**config.mk**
```make
export PLATFORM = sky130hd
export DESIGN_NAME = servo_pwm_decoder
export DESIGN_NICKNAME = d
export VERILOG_FILES = /design/src/rtl/servo_pwm_decoder.sv
export SDC_FILE = /design/constraint.sdc
export NUM_CORES = 1
export LEC_CHECK = 0
export CAP_MARGIN = 20
export CORE_MARGIN = 2
export CORE_UTILIZATION = 54
export DETAILED_ROUTE_END_ITERATION = 16
export MAX_ROUTING_LAYER = met4
export PLACE_DENSITY = 0.89
export SYNTH_ARGS = -nofsm -noshare
export SYNTH_HDL_FRONTEND = slang
export SYNTH_SLANG_ARGS = --single-unit
```
**constraint.sdc**
```tcl
create_clock -name clk -period 5.9 [get_ports clk]
set_input_delay 1.77 -clock clk [delete_from_list [all_inputs] [get_ports clk]]
set_output_delay 1.77 -clock clk [all_outputs]
set_load 0.02 [all_outputs]
```
**src/rtl/servo_pwm_decoder.sv**
```systemverilog
// Measures high time and rise-to-rise period of a servo PWM line and classifies the width.
// Result valid 3 clk after the falling edge; held until acked, new results dropped (overrun) when unacked.
module servo_pwm_decoder #(
  parameter int unsigned T0_TICKS  = 50000,
  parameter int unsigned T1_TICKS  = 73000,
  parameter int unsigned T2_TICKS  = 95000,
  parameter int unsigned T3_TICKS  = 100000,
  parameter int unsigned TOL_TICKS = 1000,
  parameter int unsigned MIN_PULSE = 25000,
  parameter int unsigned MAX_PULSE = 150000,
  parameter int unsigned TIMEOUT   = 3500000
) (
  input  logic        clk,
  input  logic        rst,
  input  logic        pwm_in,
  input  logic        res_ack,
  output logic        res_valid,
  output logic [21:0] width_out,
  output logic [21:0] period_out,
  output logic [2:0]  class_out,
  output logic        overrun,
  output logic        stuck_high,
  output logic        idle,
  output logic        glitch
);

  localparam logic [21:0] MIN_P = 22'(MIN_PULSE);
  localparam logic [21:0] MAX_P = 22'(MAX_PULSE);
  localparam logic [21:0] TMO   = 22'(TIMEOUT);

  typedef enum logic [1:0] {S_IDLE, S_HIGH, S_WAIT_LOW, S_LOW} state_t;

  state_t      state;
  logic        s1, s2, s2_d;
  logic [1:0]  fill;
  logic        armed;
  logic [21:0] hi_cnt, per_cnt, lo_cnt, period_reg;
  logic        prev_ok;
  logic        rise, fall, new_res;
  logic [2:0]  cls;

  function automatic logic [21:0] sat_inc(input logic [21:0] v);
    return (v == '1) ? v : v + 22'd1;
  endfunction

  function automatic logic near(input logic [21:0] w, input int unsigned t);
    logic signed [23:0] d;
    d = $signed({2'b00, w}) - $signed(24'(t));
    return (d >= -$signed(24'(TOL_TICKS))) && (d <= $signed(24'(TOL_TICKS)));
  endfunction

  // A rise only counts once a genuine low has been seen after reset, so a
  // pulse already in progress at reset release is ignored until it falls.
  always_ff @(posedge clk or posedge rst) begin
    if (rst) begin
      s1    <= 1'b0;
      s2    <= 1'b0;
      s2_d  <= 1'b0;
      fill  <= 2'b00;
      armed <= 1'b0;
    end else begin
      s1    <= pwm_in;
      s2    <= s1;
      s2_d  <= s2;
      fill  <= {fill[0], 1'b1};
      armed <= armed | (fill[1] & ~s2);
    end
  end

  assign rise    = armed & s2 & ~s2_d;
  assign fall    = ~s2 & s2_d;
  assign new_res = (state == S_HIGH) && fall && (hi_cnt >= MIN_P);

  always_comb begin
    cls = 3'd7;
    if      (near(hi_cnt, T0_TICKS)) cls = 3'd0;
    else if (near(hi_cnt, T1_TICKS)) cls = 3'd1;
    else if (near(hi_cnt, T2_TICKS)) cls = 3'd2;
    else if (near(hi_cnt, T3_TICKS)) cls = 3'd3;
  end

  always_ff @(posedge clk or posedge rst) begin
    if (rst) begin
      state      <= S_IDLE;
      hi_cnt     <= '0;
      per_cnt    <= '0;
      lo_cnt     <= '0;
      period_reg <= '0;
      prev_ok    <= 1'b0;
      idle       <= 1'b1;
      glitch     <= 1'b0;
      stuck_high <= 1'b0;
    end else begin
      case (state)
        S_IDLE: begin
          lo_cnt <= sat_inc(lo_cnt);
          if (lo_cnt > TMO) idle <= 1'b1;
          if (rise) begin
            state   <= S_HIGH;
            hi_cnt  <= 22'd1;
            per_cnt <= 22'd1;
            lo_cnt  <= '0;
            prev_ok <= 1'b0;
            idle    <= 1'b0;
          end
        end
        S_HIGH: begin
          per_cnt <= sat_inc(per_cnt);
          if (fall) begin
            state  <= S_LOW;
            lo_cnt <= '0;
            if (hi_cnt < MIN_P) glitch <= 1'b1;
          end else if (hi_cnt > MAX_P) begin
            state      <= S_WAIT_LOW;
            stuck_high <= 1'b1;
          end else begin
            hi_cnt <= sat_inc(hi_cnt);
          end
        end
        S_WAIT_LOW: begin
          if (fall) begin
            state  <= S_IDLE;
            lo_cnt <= '0;
          end
        end
        default: begin
          per_cnt <= sat_inc(per_cnt);
          lo_cnt  <= sat_inc(lo_cnt);
          if (rise) begin
            state      <= S_HIGH;
            period_reg <= per_cnt;
            prev_ok    <= 1'b1;
            hi_cnt     <= 22'd1;
            per_cnt    <= 22'd1;
            lo_cnt     <= '0;
          end else if (lo_cnt > TMO) begin
            state   <= S_IDLE;
            idle    <= 1'b1;
            prev_ok <= 1'b0;
          end
        end
      endcase
    end
  end

  // An ack in the same cycle as a new result frees the slot for it.
  always_ff @(posedge clk or posedge rst) begin
    if (rst) begin
      res_valid  <= 1'b0;
      width_out  <= '0;
      period_out <= '0;
      class_out  <= 3'd7;
      overrun    <= 1'b0;
    end else if (new_res) begin
      if (!res_valid || res_ack) begin
        res_valid  <= 1'b1;
        width_out  <= hi_cnt;
        period_out <= prev_ok ? period_reg : '0;
        class_out  <= cls;
      end else begin
        overrun <= 1'b1;
      end
    end else if (res_valid && res_ack) begin
      res_valid <= 1'b0;
    end
  end

endmodule

```
==> flow_metrics.tcl <==
set metrics [dict create \
    status "completed" \
    gr-usage-all-layers_pct 28.0 \
    wl_um 21700 \
    setup_viol 0 \
    ys_ff_latch 149 \
    hold_viol 0 \
    drive_gt1_share_pct 9.22 \
    antenna_found_initial 0 \
    synthArstFlopShare_pct 100 \
    drt-wirelength-per-cell_um 17.9 \
    yosysMostFrequentCell "nand2_1" \
    synthMuxAreaShare_pct 4.43 \
    synth-warning-count 0 \
    routed-via-count 7558 \
    cts_resized 0 \
    synth_area_leaders "dfrtp_1 43%, nand2_1 7.1%, o21ai_0 5.1%, nor2_1 4.4%, mux2_2 3.6%" \
    startpoint_type "register" \
    holdBufCountCts 0 \
    synth_top_cell_by_area "dfrtp_1" \
    ctsLongestPathBuffers 2 \
    grt_pass1_vias 7261 \
    criticalPathCategory "register to register" \
    synth_xor_area_share_pct 4.14 \
    avgViaCountPerCell 6.25 \
    slew_headroom_pct 31.8 \
    syn_to_final_growth_pct 14.2 \
    power_leakage_uw 0.00408 \
    die_area_um2 16700 \
    path_clk_slew_ns 0.07 \
    period_minus_slack_ns 3.69 \
    synth.avg_cell_area_um2 8.75 \
    ys_top_cells_by_count "160 x nand2_1, 145 x dfrtp_1, 99 x nor2_1" \
    io_pins 56 \
    start_util_pct 55.4 \
    gp_congestion 0.970 \
    synth-simple-area-share_pct 24.5 \
    netlist_instances 966 \
    cts_sinks 149 \
    slew_viol_final 0 \
    yosysSeqAreaShare_pct 44.2 \
    dp_hpwl_um 14100 \
    maxCapViolCount 0 \
    fin_crit_sh_pct 62.5 \
    synth_compound_area_share_pct 16.8 \
    synth_enable_flop_cells 0 \
    route.detailed.drc 0 \
    diodes 0 \
    hold_path_class "register to register" \
    die_h_um 129 \
    grt_overflow_total 0 \
    syn_nets 984 \
    worst_ep_arrival_time_ns 4.03 \
    fmax_mhz 271 \
    worstSetupEndpointType "register" \
    io_buffers 55 \
    insertion_delay_ns 0.43 \
    setup_tns_ns 0 \
    worst-path-max-fanout 20 \
    ys_types 73 \
    drtPass1Iterations 8 \
    grt_setup_unrepaired "no" \
    power_density_nw_per_um2 296 \
    synth_area_um2 8450 \
    drtIter0Drc 713 \
    fp.coreArea_um2 15300 \
    peakVddDrop_v 0.000216 \
    power.total_uw 2860 \
    num_rows 45 \
    finalNetCount 1003 \
    synth_top_family_by_area "simple AND/OR/NAND/NOR gates" \
    root_buffer "clkbuf_16" \
    tritoncts "done" \
    synth_fa_ha_area_share_pct 2.07 \
    ant_nets 0 \
    grt_pass1_wl_um 35900 \
    numCtsBuffers 17 \
    skew_ns 0.0110 \
    die_w_um 129 \
    h-tree-depth 4 \
    synth_top_area_share_pct 42.9 \
    tightest_slew_ns 1.02 \
    grt_start_max_net_pins 100 \
    synthFlopType "dfrtp_1" \
    postCtsSetupRepairBufs 0 \
    required_ns 6.25 \
]
==> area by class of cell <==
type | count | area (µm²)
timing repair buffer | 59 | 581
inverter | 20 | 80.1
sequential | 149 | 3730
clock buffer | 18 | 429
fill | 1177 | 5600
tap | 211 | 264
multi-input combinational | 738 | 4400
clock inverter | 14 | 164
==> path summary, 6_finish.rpt <==
kind	cells after the start	slack (ns)	to	start
max	9	2.21	class_out[2]	hi_cnt[4]
min	0	0.35	s2	s1
max reg2reg	9	2.21	class_out[2]	hi_cnt[4]
min reg2reg	0	0.35	s2	s1
max in group asynchronous	3	3.03	idle	rst
min in group asynchronous	2	1.88	width_out[7]	rst
==> cells in the final DEF, fill, tap and decap left out, types with 7 or more instances in the layout <==
master and count:
nor3_1 12, ha_1 14, xnor2_1 17, clkbuf_16 17, nand2_1 160, nand3_1 30, inv_1 15, o21a_1 8
o21ai_1 10, o21ai_0 86, a21oi_1 32, nand2b_1 14, clkdlybuf4s50_1 55, nor2_1 98, nand4_1 20, nor4_1 13
o31ai_1 13, a31oi_1 9, dfrtp_1 145, xor2_1 23, a211oi_1 7, and2_1 13, mux2_2 27, mux2i_1 7
o41ai_1 8, and3_1 14
==> worst max-delay path, stage by stage (launching register included) <==
cell and delay (ns):
dfrtp_1 0.78, inv_1 0.30, ha_1 0.33, a2111o_1 0.48, a21oi_1 0.34, o21ai_0 0.23
and2_1 0.23, or4_1 0.54, nor4_2 0.26, o41ai_1 0.12
==> metal layers <==
layer  global-route usage, %  wire length, µm  vias up
met3                    5.12             1340       70
met5                       -                0        -
met2                    43.7            10600      304
met1                    35.4             9050     3729
li1                        -                -     3455
met4                    13.6              703        0
==> power by group <==
group          internal, µW  switching (µW)
combinational           196             368
sequential             1080             113
clock                   637             463
total                  1920             944
==> metrics by stage <==
stage	util, %	hold slack (ns)	cell area, µm²	worst slack [ns]	instances
after global routing	63.3	0.357	9660	1.90	1209
after CTS	63.3	0.353	9660	2.26	1209
after floorplan	-	0.331	8450	0.129	966
after detailed placement	59.4	0.338	9060	2.11	1177
final	63.3	0.353	9660	2.21	1209
after global placement	59.4	0.331	9060	2.16	1177
==> cell families (layout without fill, tap and decap cells) <==
family                     Yosys count  count (layout)
DFF                                149             149
AOI/OAI and AO/OA                  222             222
muxes                               34              34
and+or+nand+nor                    427             427
adders and majority gates           14              14
other                                1               1
buffers and inverters               79             111
xor gates and xnor gates            40              40
(Power assumes the default switching activity.)
